**src/rtl/multi_digit_overlay.sv**
```systemverilog
// multi_digit_overlay: overlays NUM_DIGITS BCD glyphs (8x16 font, SCALE-magnified) on a pixel stream.
// Latency: draw_on is registered 2 cycles after x/y. Results are committed to the screen only on frame_start.
// Backpressure: result_ready = pending register empty. A second result waits until frame_start drains pending.
// Ports: clk/rst (sync, active-high); x/y pixel position; frame_start frame pulse;
//        result_valid/result_ready/result_digits result handshake (MS nibble = leftmost digit);
//        draw_on glyph pixel; stale = no new result for STALE_FRAMES frames.
module multi_digit_overlay #(
  parameter int H_VISIBLE    = 640,
  parameter int V_VISIBLE    = 480,
  parameter int NUM_DIGITS   = 2,
  parameter int SCALE        = 4,
  parameter int START_X      = 32,
  parameter int START_Y      = 32,
  parameter int DIGIT_GAP    = 8,
  parameter int STALE_FRAMES = 60,
  parameter int LZ_BLANK     = 1
) (
  input  logic                    clk,
  input  logic                    rst,
  input  logic [9:0]              x,
  input  logic [9:0]              y,
  input  logic                    frame_start,
  input  logic                    result_valid,
  output logic                    result_ready,
  input  logic [4*NUM_DIGITS-1:0] result_digits,
  output logic                    draw_on,
  output logic                    stale
);
  localparam int SHIFT = $clog2(SCALE);
  localparam int PITCH = 8*SCALE + DIGIT_GAP;
  localparam int IW    = (NUM_DIGITS > 1) ? $clog2(NUM_DIGITS) : 1;
  localparam logic [10:0] BW11 = 11'(8*SCALE);
  localparam logic [10:0] BH11 = 11'(16*SCALE);
  localparam logic [10:0] SY11 = 11'(START_Y);
  localparam logic [10:0] HV11 = 11'(H_VISIBLE);
  localparam logic [10:0] VV11 = 11'(V_VISIBLE);

  // 8x16 digit font; row 0 in the top byte, bit 7 of each byte is the leftmost column.
  function automatic logic [7:0] glyph_row(input logic [3:0] code, input logic [3:0] row);
    logic [127:0] g;
    case (code)
      4'h0:    g = 128'h003C_6666_6E76_6666_6666_6666_3C00_0000;
      4'h1:    g = 128'h0018_3878_1818_1818_1818_1818_7E00_0000;
      4'h2:    g = 128'h003C_6606_060C_1830_6060_667E_0000_0000;
      4'h3:    g = 128'h003C_6606_061C_0606_0606_663C_0000_0000;
      4'h4:    g = 128'h000C_1C3C_6CCC_FF0C_0C0C_0C0C_1E00_0000;
      4'h5:    g = 128'h007E_6060_607C_0606_0606_663C_0000_0000;
      4'h6:    g = 128'h003C_6060_607C_6666_6666_663C_0000_0000;
      4'h7:    g = 128'h007E_6606_0C18_1830_3030_3030_0000_0000;
      4'h8:    g = 128'h003C_6666_663C_6666_6666_663C_0000_0000;
      4'h9:    g = 128'h003C_6666_663E_0606_0606_0C38_0000_0000;
      4'hA:    g = 128'h0000_0000_0000_007E_7E00_0000_0000_0000;
      default: g = '0;
    endcase
    return g[{4'd15 - row, 3'b000} +: 8];
  endfunction

  // ---------------- result handshake and frame-synchronous commit ----------------
  logic [4*NUM_DIGITS-1:0] pending;
  logic [4*NUM_DIGITS-1:0] display;
  logic                    pend_full;
  logic [7:0]              stale_cnt;
  logic [7:0]              cnt_inc;
  logic                    xfer;

  assign result_ready = !pend_full;
  assign xfer         = result_valid && !pend_full;
  assign cnt_inc      = (stale_cnt == 8'(STALE_FRAMES)) ? stale_cnt : stale_cnt + 8'd1;

  // A transfer in a frame_start cycle only lands in pending (pend_full was 0),
  // so it is shown from the next frame_start onward.
  always_ff @(posedge clk) begin
    if (rst) begin
      pend_full <= 1'b0;
      pending   <= '0;
      display   <= '1;
      stale_cnt <= 8'd0;
      stale     <= 1'b0;
    end else begin
      if (frame_start) begin
        if (pend_full) begin
          display   <= pending;
          pend_full <= 1'b0;
          stale_cnt <= 8'd0;
          stale     <= 1'b0;
        end else begin
          stale_cnt <= cnt_inc;
          stale     <= (cnt_inc == 8'(STALE_FRAMES));
        end
      end
      if (xfer) begin
        pending   <= result_digits;
        pend_full <= 1'b1;
      end
    end
  end

  // ---------------- stage 1: box hit and glyph coordinates ----------------
  logic [10:0]           x11, y11, oy;
  logic                  y_in;
  logic [NUM_DIGITS-1:0] box_hit;
  logic [10:0]           ox [NUM_DIGITS];

  assign x11  = {1'b0, x};
  assign y11  = {1'b0, y};
  assign oy   = y11 - SY11;
  assign y_in = (y11 >= SY11) && (oy < BH11) && (y11 < VV11);

  // Offsets are only meaningful when the lower-bound compare holds; ox < width
  // avoids forming base+width, so no wrap at large START_X.
  for (genvar k = 0; k < NUM_DIGITS; k++) begin : g_box
    localparam logic [10:0] BX = 11'(START_X + k*PITCH);
    assign ox[k]      = x11 - BX;
    assign box_hit[k] = (x11 >= BX) && (ox[k] < BW11);
  end

  logic          hit_c;
  logic [IW-1:0] idx_c;
  logic [2:0]    col_c;
  logic [3:0]    row_c;

  always_comb begin
    hit_c = y_in && (x11 < HV11) && (|box_hit);
    idx_c = '0;
    col_c = 3'd0;
    for (int k = 0; k < NUM_DIGITS; k++) begin
      if (box_hit[k]) begin
        idx_c = IW'(k);
        col_c = 3'(ox[k] >> SHIFT);
      end
    end
    row_c = 4'(oy >> SHIFT);
  end

  logic          s1_hit;
  logic [IW-1:0] s1_idx;
  logic [3:0]    s1_row;
  logic [2:0]    s1_col;

  always_ff @(posedge clk) begin
    if (rst) begin
      s1_hit <= 1'b0;
      s1_idx <= '0;
      s1_row <= 4'd0;
      s1_col <= 3'd0;
    end else begin
      s1_hit <= hit_c;
      s1_idx <= idx_c;
      s1_row <= row_c;
      s1_col <= col_c;
    end
  end

  // ---------------- stage 2: effective code and font bit ----------------
  logic [3:0] eff_code [NUM_DIGITS];
  logic       lz_lead;
  logic [3:0] sel_code;
  logic [7:0] glyph_bits;

  // Leading zeros blank until the first nonzero code; the rightmost digit always shows.
  always_comb begin
    lz_lead = 1'b1;
    for (int k = 0; k < NUM_DIGITS; k++) begin
      eff_code[k] = display[4*(NUM_DIGITS-1-k) +: 4];
      if (eff_code[k] != 4'd0) lz_lead = 1'b0;
      else if (LZ_BLANK != 0 && lz_lead && k != NUM_DIGITS-1) eff_code[k] = 4'hF;
      if (stale) eff_code[k] = 4'hA;
    end
  end

  always_comb begin
    sel_code = 4'hF;
    for (int k = 0; k < NUM_DIGITS; k++) begin
      if (s1_idx == IW'(k)) sel_code = eff_code[k];
    end
    glyph_bits = glyph_row(sel_code, s1_row);
  end

  always_ff @(posedge clk) begin
    if (rst) draw_on <= 1'b0;
    else     draw_on <= s1_hit && glyph_bits[3'd7 - s1_col];
  end
endmodule

```
**config.mk**
```make
export PLATFORM = sky130hd
export DESIGN_NAME = multi_digit_overlay
export DESIGN_NICKNAME = d
export VERILOG_FILES = /design/src/rtl/multi_digit_overlay.sv
export SDC_FILE = /design/constraint.sdc
export NUM_CORES = 1
export LEC_CHECK = 0
export CORE_UTILIZATION = 30
export DETAILED_ROUTE_END_ITERATION = 6
export PLACE_DENSITY = 0.58
export SYNTH_ARGS = -nofsm -noshare
export SYNTH_HDL_FRONTEND = slang
export SYNTH_SLANG_ARGS = --single-unit
```
**constraint.sdc**
```tcl
create_clock -name clk -period 9.1 [get_ports clk]
set_input_delay 2.73 -clock clk [delete_from_list [all_inputs] [get_ports clk]]
set_output_delay 2.73 -clock clk [all_outputs]
set_load 0.03 [all_outputs]
```
Word level (Yosys, flattened, before mapping)

Memories as Yosys holds them, arrays and structs flattened.
Index checks and enable logic that the tools add are counted.
Widths: inputs -> output; s select.

Register bits: 36
Latch bits: 0
Memory bits (writable): 0
ROM bits: 1200
Input bits: 32
Output and inout bits: 3
Word-level logic and storage cells: 56
Memories: 1

Add/sub/neg operators: 6
Multipliers: 0
Div/mod/pow operators: 0
Order comparisons: 9
Equality and inequality tests: 2
Shifts and indexed selects: 1
Multiplexer cells: 14
Bitwise logic cells: 0
Reductions and logical operators: 13

Memory list:

| name             | words | bits a word | read ports | clocked after Yosys merged registers in | wr ports | RTL line | source |
|---|---|---|---|---|---|---|---|
| (name not given) | 16    | 75          | 1          | 0                                       | 0        | 41       | `case (code)` |

Operator list:

| cell                  | number |
|---|---|
| $shiftx 128x8->8      | 1 |
| $lt 11x6->1 const B   | 2 |
| $sub 10x6->11 const B | 2 |
| $ge 10x6->1 const B   | 2 |
| $eq 8x6->1 const B    | 2 |
| $mux 4                | 4 |
| $mux 8                | 2 |
| $lt 11x7->1 const B   | 1 |
| $sub 10x7->11 const B | 1 |
| $ge 10x7->1 const B   | 1 |
| $lt 10x10->1 const B  | 1 |
| $lt 10x9->1 const B   | 1 |
| $add 8x1->8 const B   | 1 |
| $logic_and 1x1->1     | 8 |
| $mux 3                | 2 |
| $mux 1                | 5 |
| $lt 3x4->1 const B    | 1 |
| $reduce_bool 4->1     | 1 |
| $sub 4x4->4 const A   | 1 |
| $bmux 1 s3            | 1 |
| $sub 3x3->3 const A   | 1 |
| $reduce_and 2->1      | 1 |
| $reduce_bool 2->1     | 1 |
| $reduce_or 2->1       | 1 |
| $logic_not 1->1       | 1 |

Depth between registers and ports, before layout

Gate-level depths: netlist of the first run.
An unclocked memory read counts as a cell.

Depth in word-level cells: 9
Mapped depth: 14
Mapped depth without buffers: 11

Worst setup path before layout of the first run

Ideal clock, no wire load.

Kind: in2reg
Start point: input port x[3]
End point: register s1_col[1]
Arrival: 3.832 ns
Slack: 5.204 ns
Cell stages on the path: 8
Buffers on the path: 0
Path through: inv_1 > ha_1 > nor3_1 > a21oi_1 > nor3b_1 > o21ai_0 > a21o_1 > nor2_1

Word-level cells in the longest chain between the ends: 5
Elaborated cells between the ends (all ways): 10
Those cells by class: add/sub: 2; order compare: 4; mux: 2; reduce/logical: 2

RTL lines:

| element              | RTL line | source |
|---|---|---|
| start, declared      | 20       | `input logic [9:0] x,` |
| $sub 10x6->11        | 113      | `assign ox[k] = x11 - BX;` |
| $lt 11x6->1          | 114      | `assign box_hit[k] = (x11 >= BX) && (ox[k] < BW11);` |
| $logic_and 1x1->1    | 114      |  |
| $mux 3               | 127      | `if (box_hit[k]) begin` |
| $mux 3 (*)           | 127      |  |
| end signal, assigned | 150      | `s1_col <= col_c;` |
| end, declared        | 138      | `logic [2:0] s1_col;` |

Mark *: on every way between the ends. The rest lies on a longest branch, timed or not.
A chain may end at the register's enable or synchronous reset.

Worst setup path after layout of the first run

Start point: register stale
End point: output port stale

RTL lines:

| element                | RTL line | source |
|---|---|---|
| start, declared        | 27       | `output logic stale` |
| start signal, assigned | 88       | `stale <= (cnt_inc == 8'(STALE_FRAMES));` |

No word-level cell between the ends.

==> out/qor.yml, run 1 <==
grt_pass1_vias: 3236
yosys_most_used_dff: "dfxtp_1"
worst-path-max-fanout: 19
gp_congestion: 0.9803
worstPathCellList: "clkdlybuf4s50_1"
netlist_area_um2: 3172
status: "finished, final reports clean"
timing.slew.headroom_pct: 16.42
vias_per_cell: 5.912
detail_route.wl_per_cell_um: 15.93
cpMaxStageDelayCell: "dfxtp_1"
finalCritPeriodShare_pct: 50.84
async_reset_ff_share_pct: 0
track_usage_pct: 17.52
finalClockSkew_ns: 0.005871
final_cell_mix: "nand2_1, a21oi_1, nor2_1"
max_clock_freq_ghz: 0.2161
drtAntennaViolNets: 0
tns_ns: 0
chipHeight_um: 104.8
ctsHoldBuffers: 0
cts-buffers-inserted: 5
cp-start-kind: "register"
arrival_ns: 1.90
cts_tree: "built"
diodes: 0
drc: 0
final_util_pct: 35.46
worstMarginPinSlew_ns: 1.244
core_um2: 10280
antenna_found_initial: 0
rsz0062_at_grt: "false"
p_leak_nw: 1.292
grt_start_max_net_pins: 35
clk_latency_ns: 0.28
pin_count: 35
finalSetupViolCount: 0
finalMaxSlewViolations: 0
yosys_register_bits: 36
design_area_um2: 3645
drt_wl_total_mm: 9.399
cts_resized: 0
drv_cap: 0
rows: 37
crit_buf_inv: 1
layout-drive-gt1-share_pct: 6.388
synth_edf_count: 0
hold_class: "register to register"
avgSynthCellArea_um2: 7.160
clk_pin_slew_worst_paths_ns: 0.07
ys_warn_count: 0
postPlaceCellArea_um2: 3537
dieArea_um2: 10990
start_util_pct: 30.86
crit_type: "register to output port"
ys_seq_area_share_pct: 22.72
final_common_cell: "nand2_1"
powerDensity_nw_per_um2: 111.9
max_stage_delay_ns: 0.81
cts_num_sinks: 36
ir_worst_vdd_uv: 105.5
syn-instance-count: 443
clockBufferDepth: 2
detailed_place_hpwl_mm: 6.720
synth_cell_types: 71
vias: 3488
num-nets-final: 497
first_pass_iters: 5
cts-root-buf: "clkbuf_8"
grt_overflow: 0
syn-num-nets: 487
hold_viol_final: 0
holdWs_ns: 0.4529
cts_setup_buffers: 0
drtIter0Drc: 288
grt_pass1_wl_mm: 15.84
io_buffer_count: 30
crit_family: "flip-flops"
finalWorstSetupSlack_ns: 4.473
place_ws_ns: 4.535
endpoint_kind: "output port"
areaGrowthSynthToFinish_pct: 14.91
num-fill-cells: 1119
required_ns: 6.37
die_w_um: 104.8
htreeDepth: 2
finalCriticalPeriod_ns: 4.627
## cell usage after synthesis (5+ instances only)
cell,number,area [um^2]
dfxtp_1,36,720.7
and3_1,17,106.4
o21ai_0,20,100.1
a211o_1,12,105.1
nand2_1,54,202.7
o211ai_1,5,37.54
nor2b_1,5,31.28
nor3_1,13,65.06
a31oi_1,11,68.82
nand3_1,16,80.08
inv_1,15,56.30
a21oi_1,42,210.2
buf_2,6,30.03
ha_1,12,150.1
or3_1,7,43.79
clkbuf_1,22,82.58
nand2b_1,6,37.54
o2111ai_1,5,43.79
a21o_1,5,37.54
nor2_1,41,153.9
## routing by layer
metal | GRT usage (%) | vias up | share of wire, %
li1 | - | 1672 | -
met1 | 24.66 | 1617 | 46
met2 | 25.64 | 177 | 43
met5 | 0 | - | 0
met4 | 8.048 | 0 | 2.8
met3 | 3.244 | 22 | 8.7
## state kept, by name, summed over array words and instances, names as in the netlist
| register | count |
|---|---|
| stale_cnt | 8 |
| pending | 8 |
| s1_hit | 1 |
| pend_full | 1 |
| s1_row | 4 |
| s1_idx | 1 |
| s1_col | 3 |
| display | 8 |
| stale | 1 |
| draw_on | 1 |
## cell families after synthesis
family | count (synthesis) | synth area share (%)
xor gates and xnor gates | 6 | 1.657
buffers and inverters | 50 | 6.746
muxes | 6 | 2.169
and+or+nand+nor | 189 | 30.57
AOI/OAI and AO/OA | 144 | 31.40
DFF | 36 | 22.72
adders and majority gates | 12 | 4.734
## worst paths after layout
path                                              start                      end  slack [ns]  depth (start not counted)
worst max register to register        s1_idx$_SDFF_PP0_       draw_on$_SDFF_PP0_        4.54                         10
worst max-delay path                 stale$_SDFFE_PP0P_                    stale        4.47                          1
worst min register to register  pending[4]$_SDFFE_PP0P_  pending[4]$_SDFFE_PP0P_        0.45                          2
worst min-delay path            pending[4]$_SDFFE_PP0P_  pending[4]$_SDFFE_PP0P_        0.45                          2
## metrics by stage
| stage | power, mW | instances |
|---|---|---|
| 3_3_place_gp | 0.2714 | 582 |
| 4_1_cts | 0.4098 | 590 |
| 2_1_floorplan | 0.2388 | 443 |
| 5_1_grt | 0.4305 | 590 |
| 3_5_place_dp | 0.2727 | 582 |
| 6_report | 0.4077 | 590 |
## final cells by class
cell class,instances,area [um^2],share of cell area (%)
clock buffers,6,72.57,1.991
well taps,136,170.2,4.669
multi-input cells,357,2237,61.38
flip-flops and latches,36,720.7,19.77
clock inverters,2,35.03,0.9612
repair buffers,36,345.3,9.475
inverters,17,63.81,1.751
## where the power goes
| group | leakage [nW] | switching [mW] | internal, mW |
|---|---|---|---|
| combinational | 0.943 | 0.0585 | 0.0402 |
| sequential | 0.294 | 0.00883 | 0.164 |
| clock | 0.0552 | 0.0550 | 0.0813 |
## worst reg2reg max path, stage by stage, from the launching register on
cell and delay (ns):
dfxtp_1 0.69, mux2_4 0.38, nor3_1 0.95, ha_1 0.66, o2111ai_1 0.42, a31oi_1 0.47, a21oi_1 0.13, a21o_1 0.18
o311ai_0 0.34, nand4b_1 0.17, o211ai_2 0.10
Note: power is estimated with default switching activity, not from simulation.
==> run 2, diff against run 1 <==
--- a/config.mk
+++ b/config.mk
@@ -7,7 +7,7 @@
 export LEC_CHECK = 0
 export CORE_UTILIZATION = 30
 export DETAILED_ROUTE_END_ITERATION = 6
-export PLACE_DENSITY = 0.58
+export PLACE_DENSITY = 0.6
 export SYNTH_ARGS = -nofsm -noshare
 export SYNTH_HDL_FRONTEND = slang
 export SYNTH_SLANG_ARGS = --single-unit
==> constraint.sdc (replaced) <==
create_clock -name clk -period 3.9 [get_ports clk]
set_input_delay 1.17 -clock clk [delete_from_list [all_inputs] [get_ports clk]]
set_output_delay 1.17 -clock clk [all_outputs]
set_load 0.03 [all_outputs]
==> run 2 against run 1 <==
Against the previous run:
- count of clock-buffer cells in the layout fell by 1
- critical path depth rose by 10
- cell count is 2.0% higher
- clock skew about the same
- die area is the same
- register-to-register slack got worse by 4.0 ns
- largest power group unchanged
==> out/qor.yml, run 2 (synthesis results as in run 1) <==
area.sequential_um2: 720.7
holdWs_ns: 0.4524
powerDensity_nw_per_um2: 257.1
htreeDepth: 2
p_clk_share_pct: 33.4
endpoint_kind: "register"
final_common_cell: "nand2_1"
max_clock_freq_ghz: 0.2963
rows: 37
track_usage_pct: 17.09
p_int_mw: 0.6716
final_cell_mix: "nand2_1, a21oi_1, nor2_1"
p_sw_share_pct: 30.13
pwr-share-seq_pct: 41.9
worst-path-max-fanout: 16
drt_wl_total_mm: 9.436
diodes: 0
crit_type: "register to register"
arrival_ns: 3.59
post-place-cells: 594
rsz0062_at_grt: "false"
finalWorstSetupSlack_ns: 0.5252
cts-root-buf: "clkbuf_8"
totalPowerFinal_mw: 0.9612
largest_registers: "display x8, pending x8, stale_cnt x8"
multi_input_area_um2: 2237
cts_setup_buffers: 0
hold_viol_final: 0
first_pass_iters: 5
tns_ns: 0
design_area_um2: 3739
grt_pass1_wl_mm: 15.43
grt_overflow: 0
cp-start-kind: "register"
cts_num_sinks: 36
finalSetupViolCount: 0
num-nets-final: 509
fin_cells: 602
drc: 0
combPwrFrac_pct: 24.7
grt_start_max_net_pins: 34
vias_per_cell: 5.821
final_util_pct: 36.38
detail_route.wl_per_cell_um: 15.67
routed.top_layer: "met4"
drtIter0Drc: 401
finalCriticalPeriod_ns: 3.375
hold_class: "register to register"
io_buffer_count: 30
wl_met3_um: 765
core_um2: 10280
place_ws_ns: 0.6093
required_ns: 4.11
gp_congestion: 0.9867
drtAntennaViolNets: 0
finalCritPeriodShare_pct: 86.53
clockBufferDepth: 2
ctsHoldBuffers: 0
wl_met2_mm: 4.212
p_switching_mw: 0.2896
dieArea_um2: 10990
vias: 3504
cts-buffers-inserted: 5
die_w_um: 104.8
ir_worst_vdd_uv: 261.2
grt_pass1_vias: 3107
clk_latency_ns: 0.28
cts_tree: "built"
drv_cap: 0
drt-met1-wl_mm: 4.090
chipHeight_um: 104.8
worstMarginPinSlew_ns: 0.6321
finalClockSkew_ns: 0.005885
p_leak_nw: 1.352
finalMaxSlewViolations: 0
pin_count: 35
antenna_found_initial: 0
num-fill-cells: 1075
timing.slew.headroom_pct: 57.80
detailed_place_hpwl_mm: 6.943
status: "finished, final reports clean"
layout-drive-gt1-share_pct: 9.013
postPlaceCellArea_um2: 3627
areaGrowthSynthToFinish_pct: 17.87
start_util_pct: 30.86
cts_resized: 0
clk_pin_slew_worst_paths_ns: 0.07
-- run 2: cell count changes in the layout (fill, tap and decap cells not counted), sizes merged --
cell,previous run,this run
buf,6,18
clkbuf,6,5
clkinvlp,0,1
-- run 2: final timing paths --
kind / depth (start not counted) / slack [ns] / startpoint / endpoint
worst min-delay path: 2 / 0.45 / pending[5]$_SDFFE_PP0P_ / pending[5]$_SDFFE_PP0P_
worst max register to register: 11 / 0.53 / s1_idx$_SDFF_PP0_ / draw_on$_SDFF_PP0_
worst min register to register: 2 / 0.45 / pending[5]$_SDFFE_PP0P_ / pending[5]$_SDFFE_PP0P_
worst max-delay path: 11 / 0.53 / s1_idx$_SDFF_PP0_ / draw_on$_SDFF_PP0_
-- run 2: power groups by stage --
stage | Sequential [mW] | Clock (mW) | Combinational, mW
2_1_floorplan | 0.400 | 0 | 0.157
3_3_place_gp | 0.411 | 0 | 0.232
3_5_place_dp | 0.411 | 0 | 0.231
4_1_cts | 0.402 | 0.329 | 0.232
5_1_grt | 0.406 | 0.346 | 0.259
6_report | 0.403 | 0.321 | 0.238
-- run 2: layout make-up --
type                            count  share of cell area, %
Clock buffer                        5                  1.841
Multi-Input combinational cell    357                  59.84
Sequential cell                    36                  19.28
Inverter                           17                  1.707
Clock inverter                      3                  1.138
Tap cell                          136                  4.552
Timing Repair Buffer               48                  11.65
-- run 2: per-layer routing --
layer  global-route usage, %  up-vias
met5                       0        -
met4                   8.149        0
met3                   1.996       31
met2                   26.44      195
met1                   23.52     1589
li1                        -     1689
-- run 2: worst max-delay path: stages, from the launching register on --
cell	delay, ns
dfxtp_1	0.68
mux2_4	0.37
nor3_1	0.13
buf_4	0.21
ha_1	0.22
or4b_1	0.46
a31oi_1	0.36
a21oi_1	0.13
a21o_1	0.19
o311ai_0	0.29
nand4b_1	0.17
o211ai_2	0.10
